## config.mk

```make
export PLATFORM = sky130hd
export DESIGN_NAME = lsu_store_bank_splitter
export DESIGN_NICKNAME = d
export VERILOG_FILES = /design/src/rtl/lsu_pkg.sv /design/src/rtl/lsu_bank_rotator.sv /design/src/rtl/lsu_store_bank_splitter.sv
export SDC_FILE = /design/constraint.sdc
export NUM_CORES = 1
export LEC_CHECK = 0
export BUFFER_PORTS_ARGS = -buffer_cell sky130_fd_sc_hd__buf_2
export CAP_MARGIN = 25
export CORE_ASPECT_RATIO = 0.6
export CORE_MARGIN = 2
export CORE_UTILIZATION = 58
export CTS_BUF_LIST = sky130_fd_sc_hd__clkbuf_2 sky130_fd_sc_hd__clkbuf_4 sky130_fd_sc_hd__clkbuf_8
export DETAILED_ROUTE_END_ITERATION = 8
export HOLD_SLACK_MARGIN = 0.06
export PLACE_DENSITY_LB_ADDON = 0.05
export SKIP_CTS_REPAIR_TIMING = 1
export SLEW_MARGIN = 0
export SYNTH_ARGS = -nofsm -noshare
export SYNTH_HDL_FRONTEND = slang
export SYNTH_SLANG_ARGS = --single-unit
```

## constraint.sdc

```tcl
create_clock -name i_clk -period 2.8 [get_ports i_clk]
set_input_delay 0.42 -clock i_clk [delete_from_list [all_inputs] [get_ports i_clk]]
set_output_delay 0.42 -clock i_clk [all_outputs]
set_load 0.05 [all_outputs]
```

## src/rtl/lsu_pkg.sv

```systemverilog
// Shared types and geometry helpers for the LSU store bank splitter.
// Optional build macro LSU_SPLIT_TRAP_EN is consumed by lsu_store_bank_splitter.
package lsu_pkg;

  localparam int unsigned LSU_DATA_W    = 32;
  localparam int unsigned LSU_NUM_BANKS = 4;
  localparam int unsigned LSU_ADDR_W    = 32;

  function automatic int unsigned row_w(input int unsigned aw,
                                        input int unsigned nb);
    return aw - $clog2(nb);
  endfunction

  function automatic int unsigned lane_cnt(input int unsigned dw);
    return dw / 8;
  endfunction

  localparam int unsigned ROW_W = row_w(LSU_ADDR_W, LSU_NUM_BANKS);

  typedef enum logic {
    IDLE  = 1'b0,
    SPLIT = 1'b1
  } split_state_e;

  typedef struct packed {
    logic [ROW_W-1:0]           row;
    logic [LSU_NUM_BANKS-1:0]   we;
    logic [8*LSU_NUM_BANKS-1:0] wdata;
    logic                       last;
  } bank_beat_t;

endpackage

```

## src/rtl/lsu_bank_rotator.sv

```systemverilog
// Rotates store lanes onto byte banks for a row offset and masks by byte enable.
// Produces the base-row beat (lo) and the next-row beat (hi) in one pass.
module lsu_bank_rotator
  import lsu_pkg::*;
#(
  parameter int unsigned DATA_W    = LSU_DATA_W,
  parameter int unsigned NUM_BANKS = LSU_NUM_BANKS,
  localparam int unsigned OFF_W    = $clog2(NUM_BANKS),
  localparam int unsigned LANES    = lane_cnt(DATA_W)
) (
  input  logic [OFF_W-1:0]       offset,
  input  logic [DATA_W-1:0]      wdata,
  input  logic [LANES-1:0]       byte_en,
  output logic [NUM_BANKS-1:0]   lo_we,
  output logic [8*NUM_BANKS-1:0] lo_wdata,
  output logic [NUM_BANKS-1:0]   hi_we,
  output logic [8*NUM_BANKS-1:0] hi_wdata
);

  // steer each enabled lane to its bank; carry out of the offset picks the row
  always_comb begin
    lo_we    = '0;
    lo_wdata = '0;
    hi_we    = '0;
    hi_wdata = '0;
    for (int j = 0; j < int'(LANES); j++) begin
      logic [OFF_W:0] pos;
      int             b;
      pos = {1'b0, offset} + (OFF_W+1)'(j);
      b   = int'(pos[OFF_W-1:0]);
      if (byte_en[j]) begin
        if (pos[OFF_W]) begin
          hi_we[b]          = 1'b1;
          hi_wdata[b*8 +: 8] = wdata[j*8 +: 8];
        end else begin
          lo_we[b]          = 1'b1;
          lo_wdata[b*8 +: 8] = wdata[j*8 +: 8];
        end
      end
    end
  end

endmodule

```

## src/rtl/lsu_store_bank_splitter.sv

```systemverilog
// Store-path aligner onto N byte banks; row-straddling stores become two beats.
// Define LSU_SPLIT_TRAP_EN to trap straddling stores instead of splitting.
module lsu_store_bank_splitter
  import lsu_pkg::*;
#(
  parameter int unsigned DATA_W    = LSU_DATA_W,
  parameter int unsigned NUM_BANKS = LSU_NUM_BANKS,
  parameter int unsigned ADDR_W    = LSU_ADDR_W,
  localparam int unsigned OFF_W    = $clog2(NUM_BANKS),
  localparam int unsigned RW       = ADDR_W - OFF_W,
  localparam int unsigned LANES    = lane_cnt(DATA_W)
) (
  input  logic                   i_clk,
  input  logic                   i_rst,
  input  logic                   i_req_valid,
  output logic                   o_req_ready,
  input  logic [ADDR_W-1:0]      i_req_addr,
  input  logic [DATA_W-1:0]      i_req_wdata,
  input  logic [LANES-1:0]       i_req_byte_en,
  output logic                   o_bank_valid,
  input  logic                   i_bank_ready,
  output logic [RW-1:0]          o_bank_row,
  output logic [NUM_BANKS-1:0]   o_bank_we,
  output logic [8*NUM_BANKS-1:0] o_bank_wdata,
  output logic                   o_bank_last,
  output logic                   o_misalign_err
);

  split_state_e state, state_n;
  bank_beat_t   out_q, out_n;
  bank_beat_t   beat_lo, beat_hi;
  logic         valid_q, valid_n;

  logic [NUM_BANKS-1:0]   lo_we, hi_we;
  logic [8*NUM_BANKS-1:0] lo_wdata, hi_wdata;
  logic [RW-1:0]          row0;
  logic                   split, active, fire, drain;

  assign row0 = i_req_addr[ADDR_W-1:OFF_W];

  lsu_bank_rotator #(
    .DATA_W    (DATA_W),
    .NUM_BANKS (NUM_BANKS)
  ) u_rot (
    .offset   (i_req_addr[OFF_W-1:0]),
    .wdata    (i_req_wdata),
    .byte_en  (i_req_byte_en),
    .lo_we    (lo_we),
    .lo_wdata (lo_wdata),
    .hi_we    (hi_we),
    .hi_wdata (hi_wdata)
  );

  assign split  = |hi_we;
  assign active = |i_req_byte_en;

  assign beat_lo = '{row: row0, we: lo_we,
                     wdata: lo_wdata, last: !split};
  assign beat_hi = '{row: row0 + RW'(1), we: hi_we,
                     wdata: hi_wdata, last: 1'b1};

  assign o_req_ready = (state == IDLE)
                     && (!valid_q || i_bank_ready)
                     && !i_rst;
  assign fire  = i_req_valid && o_req_ready;
  assign drain = valid_q && i_bank_ready;

  assign o_bank_valid = valid_q;
  assign o_bank_row   = out_q.row;
  assign o_bank_we    = out_q.we;
  assign o_bank_wdata = out_q.wdata;
  assign o_bank_last  = out_q.last;

`ifdef LSU_SPLIT_TRAP_EN
  logic err_q, err_n;
  assign o_misalign_err = err_q;
`else
  bank_beat_t pend_q, pend_n;
  assign o_misalign_err = 1'b0;
`endif

  // next-state: retire drained beats, load new request, release held beat 2
  always_comb begin
    state_n = state;
    out_n   = out_q;
    valid_n = valid_q;
`ifdef LSU_SPLIT_TRAP_EN
    err_n   = 1'b0;
`else
    pend_n  = pend_q;
`endif
    if (drain) valid_n = 1'b0;
    unique case (state)
      IDLE: begin
        if (fire && active) begin
`ifdef LSU_SPLIT_TRAP_EN
          if (split) begin
            err_n = 1'b1;
          end else begin
            out_n   = beat_lo;
            valid_n = 1'b1;
          end
`else
          out_n   = beat_lo;
          valid_n = 1'b1;
          if (split) begin
            pend_n  = beat_hi;
            state_n = SPLIT;
          end
`endif
        end
      end
      SPLIT: begin
`ifdef LSU_SPLIT_TRAP_EN
        state_n = IDLE;
`else
        if (drain) begin
          out_n   = pend_q;
          valid_n = 1'b1;
          state_n = IDLE;
        end
`endif
      end
      default: state_n = IDLE;
    endcase
  end

  // state and output registers; reset discards any pending beat
  always_ff @(posedge i_clk) begin
    if (i_rst) begin
      state   <= IDLE;
      out_q   <= '0;
      valid_q <= 1'b0;
`ifdef LSU_SPLIT_TRAP_EN
      err_q   <= 1'b0;
`else
      pend_q  <= '0;
`endif
    end else begin
      state   <= state_n;
      out_q   <= out_n;
      valid_q <= valid_n;
`ifdef LSU_SPLIT_TRAP_EN
      err_q   <= err_n;
`else
      pend_q  <= pend_n;
`endif
    end
  end

endmodule

```

* After elaboration in Yosys (flattened, before gate mapping)
Cells that the tools add are included.
** Storage, ports and cells
- Flip-flop bits (word level) :: 136
- Output and inout bits :: 70
** Cells by class
- Add/sub/neg operators :: 8
- Order comparisons :: 8
- Equal/unequal tests :: 2
- Shift operators :: 8
- Mux-type cells :: 50
- Bitwise gates (word level) :: 8
- Reductions and logical operators :: 17
** Operators by type and width (number)
- 32-bit 2-to-1 mux :: 13
- 32-bit bitwise mux :: 5
- 67-bit 2-to-1 mux :: 2
- 67-bit one-hot mux with 2 select lines :: 1
- 5-bit negator with 33-bit output :: 4
- 8-bit by 33-bit variable shift with 32-bit output (first input constant) :: 4
- 8-bit by 33-bit variable part select with 32-bit output :: 4
- 32-bit AND :: 2
- 4-bit 2-to-1 mux :: 13
- 30-bit by 1-bit adder with 30-bit output (second input constant) :: 1
- 4-bit bitwise OR :: 5
- 2-bit by 3-bit less-than comparator with 1-bit output (second input constant) :: 4
- 1-bit 2-to-1 mux :: 10
- 1-bit logical AND :: 9
- 1-bit demux with 2-bit select :: 4
- 2-bit by 1-bit greater-or-equal comparator with 1-bit output (second input constant) :: 4
- 4-bit OR reduction :: 2
- 2-bit by 2-bit adder with 3-bit output (second input constant) :: 2
- 2-bit by 1-bit != test with 1-bit output (second input constant) :: 2
- 1-bit one-hot mux with 2 select lines :: 2
- 2-bit by 1-bit adder with 3-bit output (second input constant) :: 1
- 1-bit logical NOT :: 3
- 3-bit AND reduction :: 1
- 2-bit AND reduction :: 1
- 2 further kinds :: 2

* Longest topological paths before layout
Gate-level depths: netlist of the first run.
- Depth after elaboration :: 17
- Depth in mapped cells :: 11
- Depth with buffers taken out :: 7

* Hierarchy
From an unflattened synthesis of the first run, not the netlist that was laid out.
** Second synthesis, totals
- Cells, all modules :: 882
- Area total of the unflattened synthesis :: 7807.5 um^2
** Modules (own cells, without submodules)
- lsu_store_bank_splitter :: instances 1, cells an instance 655, area an instance 6029.5 um^2
- lsu_bank_rotator :: instances 1, cells an instance 227, area an instance 1778.0 um^2

* Worst setup path after synthesis of the first run
Ideal clock, no wire load.
- Kind :: reg2reg
- Start point :: register valid_q, in the netlist o_bank_valid
- End point :: register pend_q[56] (netlist bit)
- Setup time :: 0.072 ns
- Data arrival time :: 3.108 ns
- Data required time :: 2.728 ns
- Path slack :: -0.380 ns
- Stages on the path, launching flop included :: 7
- Buffers on the path :: 1
- Period minus slack after synthesis :: 3.180 ns
- Path through :: dfxtp_1 > nor2b_1 > nor3_1 > nand2_1 > a21oi_4 > buf_4 > mux2i_1
** Between the ends
- Word-level cells in the longest chain between the ends :: 7
** RTL lines
- start: declaration :: RTL line lsu_store_bank_splitter.sv:32 : logic valid_q, valid_n;
- start signal: assignment :: RTL line lsu_store_bank_splitter.sv:142 : valid_q <= valid_n;
- 1-bit logical NOT :: RTL line lsu_store_bank_splitter.sv:63 : && (!valid_q || i_bank_ready)
- 1-bit logical OR :: RTL line lsu_store_bank_splitter.sv:63
- 1-bit logical AND :: RTL line lsu_store_bank_splitter.sv:63
- 1-bit logical AND :: RTL line lsu_store_bank_splitter.sv:64 : && !i_rst;
- net o_req_ready :: RTL line lsu_store_bank_splitter.sv:16 : output logic o_req_ready,
- 1-bit logical AND :: RTL line lsu_store_bank_splitter.sv:65 : assign fire = i_req_valid && o_req_ready;
- 1-bit logical AND :: RTL line lsu_store_bank_splitter.sv:95 : if (fire && active) begin
- 3-bit AND reduction (no line)
- end signal: assignment :: RTL line lsu_store_bank_splitter.sv:146 : pend_q <= pend_n;
- end: declaration :: RTL line lsu_store_bank_splitter.sv:78 : bank_beat_t pend_q, pend_n;
The timed path passes the listed nets, and every way through them passes these cells.
A chain may end at the register's enable or synchronous reset.

* Worst setup path after layout of the first run
- Start point :: input port i_req_addr[0]
- End point :: register out_q, in the netlist o_bank_wdata[4]
** Between the ends
- Word-level cells in the longest chain between the ends :: 15
- Elaborated cells between the ends (all ways) :: 28
- Those cells by class :: add/sub (7); shift (8); mux (12); bitwise (1)
** RTL lines
- start: declaration :: RTL line lsu_store_bank_splitter.sv:17 : input logic [ADDR_W-1:0] i_req_addr,
- parallel branches: the longest is 12 deep, another holds 5-bit negator with 33-bit output
- 32-bit 2-to-1 mux (*) :: RTL line lsu_bank_rotator.sv:31 : if (byte_en[j]) begin
- 67-bit 2-to-1 mux (*) :: RTL line lsu_store_bank_splitter.sv:95
- 67-bit one-hot mux with 2 select lines (*) :: RTL line lsu_store_bank_splitter.sv:93 : unique case (state)
- end signal: assignment :: RTL line lsu_store_bank_splitter.sv:141 : out_q <= out_n;
- end: declaration :: RTL line lsu_store_bank_splitter.sv:30 : bank_beat_t out_q, out_n;
Mark *: on every way between the ends. The select of a mux whose other input is x is not followed.

==> results of run 1 <==
area by class of cell:
| cell class | instances | area share, % |
|---|---|---|
| multi-input cells | 685 | 51.82 |
| repair buffers | 185 | 11.85 |
| clock buffers | 18 | 2.666 |
| clock inverters | 14 | 1.252 |
| flip-flops and latches | 136 | 29.33 |
| well taps | 175 | 2.356 |
| inverters | 18 | 0.7270 |
cell usage after synthesis (4+ instances only):
| master | instances |
|---|---|
| sky130_fd_sc_hd__and4_1 | 4 |
| sky130_fd_sc_hd__ha_1 | 9 |
| sky130_fd_sc_hd__a21o_1 | 11 |
| sky130_fd_sc_hd__buf_4 | 8 |
| sky130_fd_sc_hd__nand2_1 | 107 |
| sky130_fd_sc_hd__buf_2 | 20 |
| sky130_fd_sc_hd__or3_1 | 11 |
| sky130_fd_sc_hd__inv_1 | 18 |
| sky130_fd_sc_hd__o41ai_1 | 8 |
| sky130_fd_sc_hd__a22oi_1 | 11 |
| sky130_fd_sc_hd__nor2b_1 | 21 |
| sky130_fd_sc_hd__a32oi_1 | 25 |
| sky130_fd_sc_hd__dfxtp_1 | 136 |
| sky130_fd_sc_hd__a31o_1 | 4 |
| sky130_fd_sc_hd__nand4_1 | 7 |
| sky130_fd_sc_hd__o211ai_1 | 8 |
| sky130_fd_sc_hd__buf_1 | 12 |
| sky130_fd_sc_hd__nand3_1 | 30 |
| sky130_fd_sc_hd__o21ai_1 | 5 |
| sky130_fd_sc_hd__a221oi_1 | 26 |
| sky130_fd_sc_hd__nand3b_1 | 6 |
| sky130_fd_sc_hd__nor2_1 | 58 |
| sky130_fd_sc_hd__a211oi_1 | 40 |
| sky130_fd_sc_hd__nor4_1 | 7 |
| sky130_fd_sc_hd__nor3_1 | 20 |
| sky130_fd_sc_hd__o21ai_0 | 24 |
| sky130_fd_sc_hd__xnor2_1 | 24 |
| sky130_fd_sc_hd__a22o_1 | 11 |
| sky130_fd_sc_hd__a211oi_2 | 5 |
| sky130_fd_sc_hd__nand2b_1 | 6 |
| sky130_fd_sc_hd__a31o_2 | 5 |
| sky130_fd_sc_hd__o211a_1 | 6 |
| sky130_fd_sc_hd__a32o_1 | 10 |
| sky130_fd_sc_hd__a21oi_1 | 34 |
| sky130_fd_sc_hd__and2_1 | 4 |
| sky130_fd_sc_hd__a31oi_1 | 4 |
| sky130_fd_sc_hd__xor2_1 | 4 |
| sky130_fd_sc_hd__mux2i_1 | 79 |
| sky130_fd_sc_hd__clkbuf_1 | 48 |
| sky130_fd_sc_hd__a221o_1 | 6 |
cell families (layout without fill, tap and decap cells):
kind of cell             count (synthesis)  count (layout)  synth area share [%]
multiplexers                            80              80                 10.02
flip-flops                             136             136                 34.02
buffers and inverters                  109             235                 6.081
XOR/XNOR                                28              28                 3.064
AND/OR/NAND/NOR                        308             308                 20.12
AO/OA/AOI/OAI                          259             259                 25.25
other                                    1               1               0.04685
adder cells (fa/ha/maj)                  9               9                 1.407
through the flow:
stage,hold slack (ns),util [%]
2_1_floorplan,0.4344,-
3_3_place_gp,0.4412,65.74
3_5_place_dp,0.4432,65.74
4_1_cts,0.1953,68.42
5_1_grt,0.2047,68.42
6_report,0.2032,68.42
worst max path at each step:
| stage | cells past startpoint | to | slack (ns) | from |
|---|---|---|---|---|
| after floorplan | 6 | pend_q[56]$_SDFFE_PP0P_ | 0.21 | o_bank_valid$_SDFF_PP0_ |
| after global placement | 9 | pend_q[44]$_SDFFE_PP0P_ | 0.17 | i_req_addr[0] |
| after detailed placement | 9 | pend_q[8]$_SDFFE_PP0P_ | 0.07 | i_req_addr[0] |
| after CTS | 9 | pend_q[27]$_SDFFE_PP0P_ | 0.51 | i_req_addr[0] |
| after global routing | 8 | o_bank_wdata[1]$_SDFFE_PP0P_ | 0.35 | i_req_addr[0] |
| final | 8 | o_bank_wdata[4]$_SDFFE_PP0P_ | 0.42 | i_req_addr[0] |
routing by layer:
| layer | global-route usage (%) | wire length [microns] | up-vias |
|---|---|---|---|
| met2 | 47.20 | 9974 | 480 |
| met3 | 10.56 | 3115 | 44 |
| met5 | 0 | 0 | - |
| met4 | 9.021 | 395 | 0 |
| met1 | 53.13 | 12240 | 3693 |
| li1 | - | - | 3697 |
power by group:
group	internal (mW)	total [mW]	switching, mW
clock network	0.658	1.55	0.892
logic	0.403	1.32	0.914
registers	2.07	2.16	0.0850
total	3.13	5.02	1.89
critical path, cell delays in order:
cell and delay (ns):
sky130_fd_sc_hd__buf_2 0.16, sky130_fd_sc_hd__inv_1 0.11, sky130_fd_sc_hd__ha_1 0.30, sky130_fd_sc_hd__nand3b_1 0.15
sky130_fd_sc_hd__nor4b_2 0.85, sky130_fd_sc_hd__a22o_1 0.27, sky130_fd_sc_hd__a221oi_1 0.07, sky130_fd_sc_hd__o41ai_1 0.39
registers in the layout, summed over array words and instances, names as in the netlist:
name and count:
o_bank_we 4, state 1, pend_q 67, o_bank_valid 1, o_bank_last 1, o_bank_wdata 32, o_bank_row 30
==> flow_summary.rst, run 1 <==
.. list-table::
   :header-rows: 1

   * - Metric
     - Value
   * - Synth top area cells
     - sky130_fd_sc_hd__dfxtp_1 34%, sky130_fd_sc_hd__mux2i_1 9.9%, sky130_fd_sc_hd__nand2_1 5.0%
   * - Via count of the first global-routing pass
     - 7104
   * - Path type of the worst min-delay path
     - in2reg
   * - Startpoint kind of the worst setup timing path
     - input port
   * - Area inside the core boundary
     - about 14000 sq um
   * - Count of unique library cells instantiated by Yosys
     - 71
   * - Die extent in x
     - ~160 microns
   * - Number of cells traversed by the worst register-to-register path
     - 5
   * - Ys async rst share
     - 0%
   * - Maximum ir drop on the vdd rail
     - 0.3383 mV
   * - Final Cycle Share
     - a little under nine tenths
   * - CTS buffer count
     - 17
   * - Setup slack at placement
     - 0.06656 ns
   * - Part of the Yosys area used for sequential elements
     - between 30% and 40%
   * - RSZ-0062 raised after global routing
     - no
   * - Vias
     - between 7000 and 8000
   * - Clock latency at the later pin of the worst-skew pair
     - 0.46 ns
   * - Count of final setup violators
     - 0
   * - Final critical delay including setup and external delays
     - ~2.4 ns
   * - Reg-to-reg startpoint
     - state$_SDFF_PP0_
   * - Layout cells sized above 1
     - between 20% and 30%
   * - Leading area contributor after synthesis
     - sky130_fd_sc_hd__dfxtp_1
   * - Total routed wirelength
     - 25.72 mm
   * - Antenna violations before repair
     - 0
   * - Actual transition at the worst max-transition pin
     - 1.039 ns
   * - Routed length per instance
     - 20.89 microns
   * - Leading cell types in the layout, fill and taps excluded
     - 140 x sky130_fd_sc_hd__buf_2, 135 x sky130_fd_sc_hd__dfxtp_1, 107 x sky130_fd_sc_hd__nand2_1, 79 x sky130_fd_sc_hd__mux2i_1, 58 x sky130_fd_sc_hd__nor2_1
   * - DRC errors left
     - 0
   * - Most common cell after layout, fill and taps aside
     - sky130_fd_sc_hd__buf_2
   * - RD Place Congestion
     - around 1
   * - Setup total negative slack
     - 0 ns
   * - Final-report hold violation count
     - 0
   * - Synthesis-to-finish area growth
     - 16.12%
   * - Leakage power summed over all cells
     - 3.787 nW
   * - Largest net degree at the start of global routing
     - 80
   * - Area enclosed by the die boundary
     - about 15000 sq um
   * - Syn avg cell area
     - 8.606 sq um
   * - Reg-to-reg slack, setup
     - ~0.8 ns
   * - Post-synth EDFFs
     - 0
   * - Top-level I/O count
     - around 140
   * - Final-stage net count
     - 1124
   * - DRC marker count from the first detailed-route iteration
     - between 900 and 1000
   * - Power density relative to cell area
     - about 540 nW/um^2
   * - Overall Global Routing Usage
     - 34.96%
   * - Initial core utilization
     - between 50% and 60%
   * - Worst rel slew slack
     - between 30% and 40%
   * - Congestion Overflow GR
     - 0
   * - Number of non-filler instances in the completed layout
     - between 1000 and 1500
   * - Layout Skew
     - 0.01816 ns
   * - Die outline height
     - roughly 95 microns
   * - Buffers on Ports
     - 140
   * - Instance count of the mapped netlist
     - 930
   * - Number of synthesis warnings
     - 0
   * - Syn Std Cell Area
     - about 8000 sq um
   * - Seq. cell area
     - 2726 sq um
   * - Worst Hold Launch
     - i_req_addr[2]
   * - Iteration count of the initial detailed-routing pass
     - 5
   * - Net count of the mapped netlist
     - between 1000 and 1500
   * - F_max
     - 419.7 MHz
   * - Total power after layout
     - between 5 and 6 mW
   * - Num Clock Sinks
     - ~140
   * - Count of antenna-violating nets left after detailed routing
     - 0
   * - Estimated wirelength of the detail-placed design
     - around 18 mm
   * - Area of the multi-input gates
     - 4816 sq um
   * - Vias per std cell
     - 6.429
   * - Register bit total from synthesis
     - 136
   * - Std-Cell Rows
     - 33
   * - Worst hold path depth
     - 2
   * - Area share of the largest cell type after synthesis
     - 34.02%
   * - Count of maximum capacitance violations
     - 0
   * - Crit path required time
     - 3.14 ns
   * - CTS tree
     - yes
   * - Crit path DAT
     - between 2 and 3 ns
   * - Diodes inserted
     - 0
   * - Crit. End Element
     - register
   * - Number of filler instances in the final layout
     - around 1200
   * - Number of pins exceeding their max-slew limit in the final report
     - 0
   * - Clk buf depth
     - 2
   * - Area post-placement
     - 8930 sq um
   * - Setup slack after layout
     - about 0.42 ns
   * - Critical Setup Path Class
     - in2reg
   * - Dominant register cell in the synthesized netlist
     - sky130_fd_sc_hd__dfxtp_1
   * - Buffer cell driving the clock tree root
     - sky130_fd_sc_hd__clkbuf_8
   * - H-tree depth reported by CTS
     - 4
   * - Peak fanout along the critical path
     - 8
   * - Clock-pin slew on the worst setup and hold paths
     - ~0.09 ns
   * - Outcome
     - complete, no violations
   * - Finished layout cell area
     - between 9000 and 10000 sq um
   * - Worst hold endpoint
     - pend_q[37]$_SDFFE_PP0P_
   * - Global-route wire length before repair
     - between 30 and 40 mm
   * - Dpl cells
     - roughly 1200
   * - Reg-to-reg critical path endpoint
     - o_bank_last$_SDFFE_PP0P_
No activity file was read; power rests on OpenSTA's default activity.
==> run 2: changes to the inputs <==
--- a/config.mk
+++ b/config.mk
@@ -18,4 +18,5 @@
 export SLEW_MARGIN = 0
 export SYNTH_ARGS = -nofsm -noshare
 export SYNTH_HDL_FRONTEND = slang
+export SYNTH_HIERARCHICAL = 1
 export SYNTH_SLANG_ARGS = --single-unit
==> run 2 against run 1 <==
  * Critical path type unchanged
  * Critical endpoint is now o_bank_wdata[8]$_SDFFE_PP0P_
  * Global-route usage is 1.2 points lower
  * Cell count decreased by 2.4%
  * Setup slack worse by 0.013 ns
  * Largest power group unchanged
==> flow_summary.rst, run 2 <==
.. list-table::
   :header-rows: 1

   * - Metric
     - Value
   * - Biggest register
     - pend_q
   * - Crit. End Element
     - register
   * - Count of unique library cells instantiated by Yosys
     - between 60 and 70
   * - Most frequent cell after synthesis
     - sky130_fd_sc_hd__dfxtp_1
   * - Area enclosed by the die boundary
     - 14440 sq um
   * - Register bit total from synthesis
     - between 100 and 150
   * - Worst setup path endpoint
     - o_bank_wdata[8]$_SDFFE_PP0P_
   * - Vias
     - approximately 7500
   * - Worst hold path depth
     - 2
   * - Clock-pin slew on the worst setup and hold paths
     - around 0.080 ns
   * - Synth top area cells
     - sky130_fd_sc_hd__dfxtp_1 35%, sky130_fd_sc_hd__a211oi_1 8.7%, sky130_fd_sc_hd__mux2i_1 8.6%
   * - Global-route wire length before repair
     - around 38 mm
   * - CTS buffer count
     - 17
   * - H-tree depth reported by CTS
     - 4
   * - Path type of the worst min-delay path
     - in2reg
   * - Routed length per instance
     - 20.23 microns
   * - Number of cells traversed by the worst register-to-register path
     - 5
   * - Startpoint kind of the worst setup timing path
     - input port
   * - Vias per std cell
     - between 6 and 7
   * - Buffers on Ports
     - 140
   * - Most common cell after layout, fill and taps aside
     - sky130_fd_sc_hd__buf_2
   * - Diodes inserted
     - 0
   * - Psw
     - around 1.8 mW
   * - Crit path DAT
     - about 2.8 ns
   * - Setup total negative slack
     - 0 ns
   * - Leading area contributor after synthesis
     - sky130_fd_sc_hd__dfxtp_1
   * - DRC marker count from the first detailed-route iteration
     - about 910
   * - Actual transition at the worst max-transition pin
     - between 0.9 and 1 ns
   * - Reg-to-reg startpoint
     - state$_SDFF_PP0_
   * - Crit path required time
     - 3.16 ns
   * - Count of antenna-violating nets left after detailed routing
     - 0
   * - Worst Hold Launch
     - i_req_addr[2]
   * - Iteration count of the initial detailed-routing pass
     - 8
   * - Start point of the critical path
     - i_req_addr[0]
   * - Buffer cell driving the clock tree root
     - sky130_fd_sc_hd__clkbuf_8
   * - RSZ-0062 raised after global routing
     - no
   * - Std-Cell Rows
     - 32
   * - Count of final setup violators
     - 0
   * - Area of the multi-input gates
     - 4596 sq um
   * - Sw Share
     - between 30% and 40%
   * - Net count of the mapped netlist
     - 963
   * - Num Clock Sinks
     - ~140
   * - Leading cell types in the layout, fill and taps excluded
     - 139 x sky130_fd_sc_hd__buf_2, 135 x sky130_fd_sc_hd__dfxtp_1, 118 x sky130_fd_sc_hd__nand2_1, 106 x sky130_fd_sc_hd__nor2_1, 90 x sky130_fd_sc_hd__a211oi_1
   * - Number of filler instances in the final layout
     - between 1000 and 1500
   * - Clock latency at the later pin of the worst-skew pair
     - 0.45 ns
   * - Reg-to-reg critical path endpoint
     - pend_q[15]$_SDFFE_PP0P_
   * - Number of non-filler instances in the completed layout
     - approximately 1200
   * - Top post-synthesis cells by count
     - 136 x sky130_fd_sc_hd__dfxtp_1, 118 x sky130_fd_sc_hd__nand2_1, 106 x sky130_fd_sc_hd__nor2_1, 90 x sky130_fd_sc_hd__a211oi_1, 67 x sky130_fd_sc_hd__mux2i_1
   * - Relative contribution of the clock network to total power
     - 32.7%
   * - Power share of the combinational group
     - 23.4%
   * - Peak fanout along the critical path
     - 8
   * - Congestion Overflow GR
     - 0
   * - Final-stage net count
     - 1099
   * - Instance count of the mapped netlist
     - slightly below 900
   * - Total routed wirelength
     - 24.30 mm
   * - Power share of the sequential group
     - a little over two fifths
   * - Worst rel slew slack
     - a little under two fifths
   * - Estimated wirelength of the detail-placed design
     - roughly 17 mm
   * - Layout Skew
     - ~0.020 ns
   * - Syn Std Cell Area
     - ~7800 sq um
   * - F_max
     - around 420 MHz
   * - Area share of the largest cell type after synthesis
     - between 30% and 40%
   * - Seq. cell area
     - about 2700 sq um
   * - Die outline height
     - 93.87 microns
   * - Layout cells sized above 1
     - roughly a quarter
   * - RD Place Congestion
     - between 0.9 and 1
   * - Via count of the first global-routing pass
     - ~7000
   * - Dpl cells
     - between 1000 and 1500
   * - Overall Global Routing Usage
     - about 34%
   * - CTS tree
     - yes
   * - Final-report hold violation count
     - 0
   * - Final critical delay including setup and external delays
     - ~2.4 ns
   * - Flip-flop count of the largest register after layout
     - 67
   * - Synthesis-to-finish area growth
     - 16.12%
   * - Syn avg cell area
     - approximately 8.9 sq um
   * - Number of synthesis warnings
     - 6
   * - Ys async rst share
     - 0%
   * - Largest net degree at the start of global routing
     - 106
   * - Post-synth EDFFs
     - 0
   * - Dominant register cell in the synthesized netlist
     - sky130_fd_sc_hd__dfxtp_1
   * - Area inside the core boundary
     - 12970 sq um
   * - Count of maximum capacitance violations
     - 0
   * - Clk buf depth
     - 2
   * - DRC errors left
     - 0
   * - Antenna violations before repair
     - 0
   * - Number of pins exceeding their max-slew limit in the final report
     - 0
   * - Top-level I/O count
     - between 100 and 150
   * - Critical Setup Path Class
     - in2reg
   * - Outcome
     - complete, no violations
   * - Die extent in x
     - roughly 150 microns
   * - Initial core utilization
     - about three fifths
   * - Leakage power summed over all cells
     - around 3.5 nW
   * - Maximum ir drop on the vdd rail
     - around 0.36 mV
   * - Reg-to-reg slack, setup
     - ~0.7 ns
   * - Part of the Yosys area used for sequential elements
     - a little over a third
   * - Power density relative to cell area
     - 533.2 nW/um^2
   * - Internal power
     - approximately 3.0 mW
   * - Final Cycle Share
     - a little under nine tenths
[run 2: cell types whose count changed after synthesis, moves of 13 or more]
cell / delta
sky130_fd_sc_hd__nand3_1: -13
sky130_fd_sc_hd__xnor2_1: -16
sky130_fd_sc_hd__o21ai_0: -22
sky130_fd_sc_hd__a32oi_1: -19
sky130_fd_sc_hd__a222oi_1: +23
sky130_fd_sc_hd__a22o_1: +14
sky130_fd_sc_hd__clkbuf_1: -22
sky130_fd_sc_hd__a211oi_1: +50
sky130_fd_sc_hd__xor2_1: +16
sky130_fd_sc_hd__nor3_1: -18
sky130_fd_sc_hd__nor2b_1: -19
sky130_fd_sc_hd__a221oi_1: -23
sky130_fd_sc_hd__nor2_1: +48
sky130_fd_sc_hd__buf_6: +13
[run 2: cell families (layout without fill, tap and decap cells)]
kind of cell             Yosys count  in the layout  share of synthesized area, %
AO/OA/AOI/OAI                    227            227                         23.64
XOR/XNOR                          28             28                         3.141
adder cells (fa/ha/maj)            9              9                         1.442
buffers and inverters             88            237                         6.266
flip-flops                       136            136                         34.87
multiplexers                      67             67                         8.590
other                              1              1                       0.04803
AND/OR/NAND/NOR                  326            326                         22.00
[run 2: power groups by stage]
stage | sequential, mW | clock (mW) | combinational, mW
5_1_grt | 2.13 | 1.67 | 1.20
2_1_floorplan | 2.42 | 0 | 0.531
3_5_place_dp | 2.16 | 0 | 1.12
3_3_place_gp | 2.15 | 0 | 1.09
6_report | 2.12 | 1.58 | 1.13
4_1_cts | 2.12 | 1.59 | 1.12
[run 2: through the flow]
stage | power, mW | instance area, sq um | worst slack (ns) | hold WS, ns | util (%)
global placement | 3.246 | 8692 | 0.1052 | 0.4416 | 67.00
detailed placement | 3.276 | 8692 | 0.01084 | 0.4489 | 67.00
global route | 5.008 | 9066 | 0.3106 | 0.2254 | 69.89
CTS | 4.822 | 9059 | 0.4808 | 0.2423 | 69.83
finish | 4.834 | 9066 | 0.4047 | 0.2610 | 69.89
floorplan | 2.950 | 7807 | 0.1772 | 0.4360 | -
[run 2: per-layer routing]
| layer | up-vias | GRT usage (%) | wire length, microns |
|---|---|---|---|
| li1 | 3542 | - | - |
| met1 | 3569 | 46.90 | 10900 |
| met2 | 394 | 49.59 | 10410 |
| met3 | 41 | 12.36 | 2715 |
| met4 | 0 | 8.945 | 267 |
| met5 | - | 0 | 0 |
[run 2: worst min path at each step]
stage                                    to  slack, ns
finish              pend_q[37]$_SDFFE_PP0P_       0.26
global route        pend_q[37]$_SDFFE_PP0P_       0.23
floorplan           pend_q[10]$_SDFFE_PP0P_       0.44
detailed placement  pend_q[28]$_SDFFE_PP0P_       0.45
global placement    pend_q[22]$_SDFFE_PP0P_       0.44
CTS                 pend_q[37]$_SDFFE_PP0P_       0.24
[run 2: worst max-delay path, stage by stage]
cell and delay [ns]:
sky130_fd_sc_hd__buf_2 0.12, sky130_fd_sc_hd__inv_1 0.11, sky130_fd_sc_hd__ha_1 0.28, sky130_fd_sc_hd__buf_4 0.18, sky130_fd_sc_hd__and2_4 0.14, sky130_fd_sc_hd__a22o_4 0.27, sky130_fd_sc_hd__nor2_1 0.63, sky130_fd_sc_hd__a221o_1 0.28
sky130_fd_sc_hd__mux2i_1 0.07, sky130_fd_sc_hd__a211oi_1 0.25
[run 2: cell type report]
class	instances	share of cell area, %
multi-input combinational	658	50.69
sequential	136	30.07
timing repair buffer	188	12.14
clock buffer	17	2.581
tap	170	2.346
clock inverter	15	1.463
inverter	17	0.7038
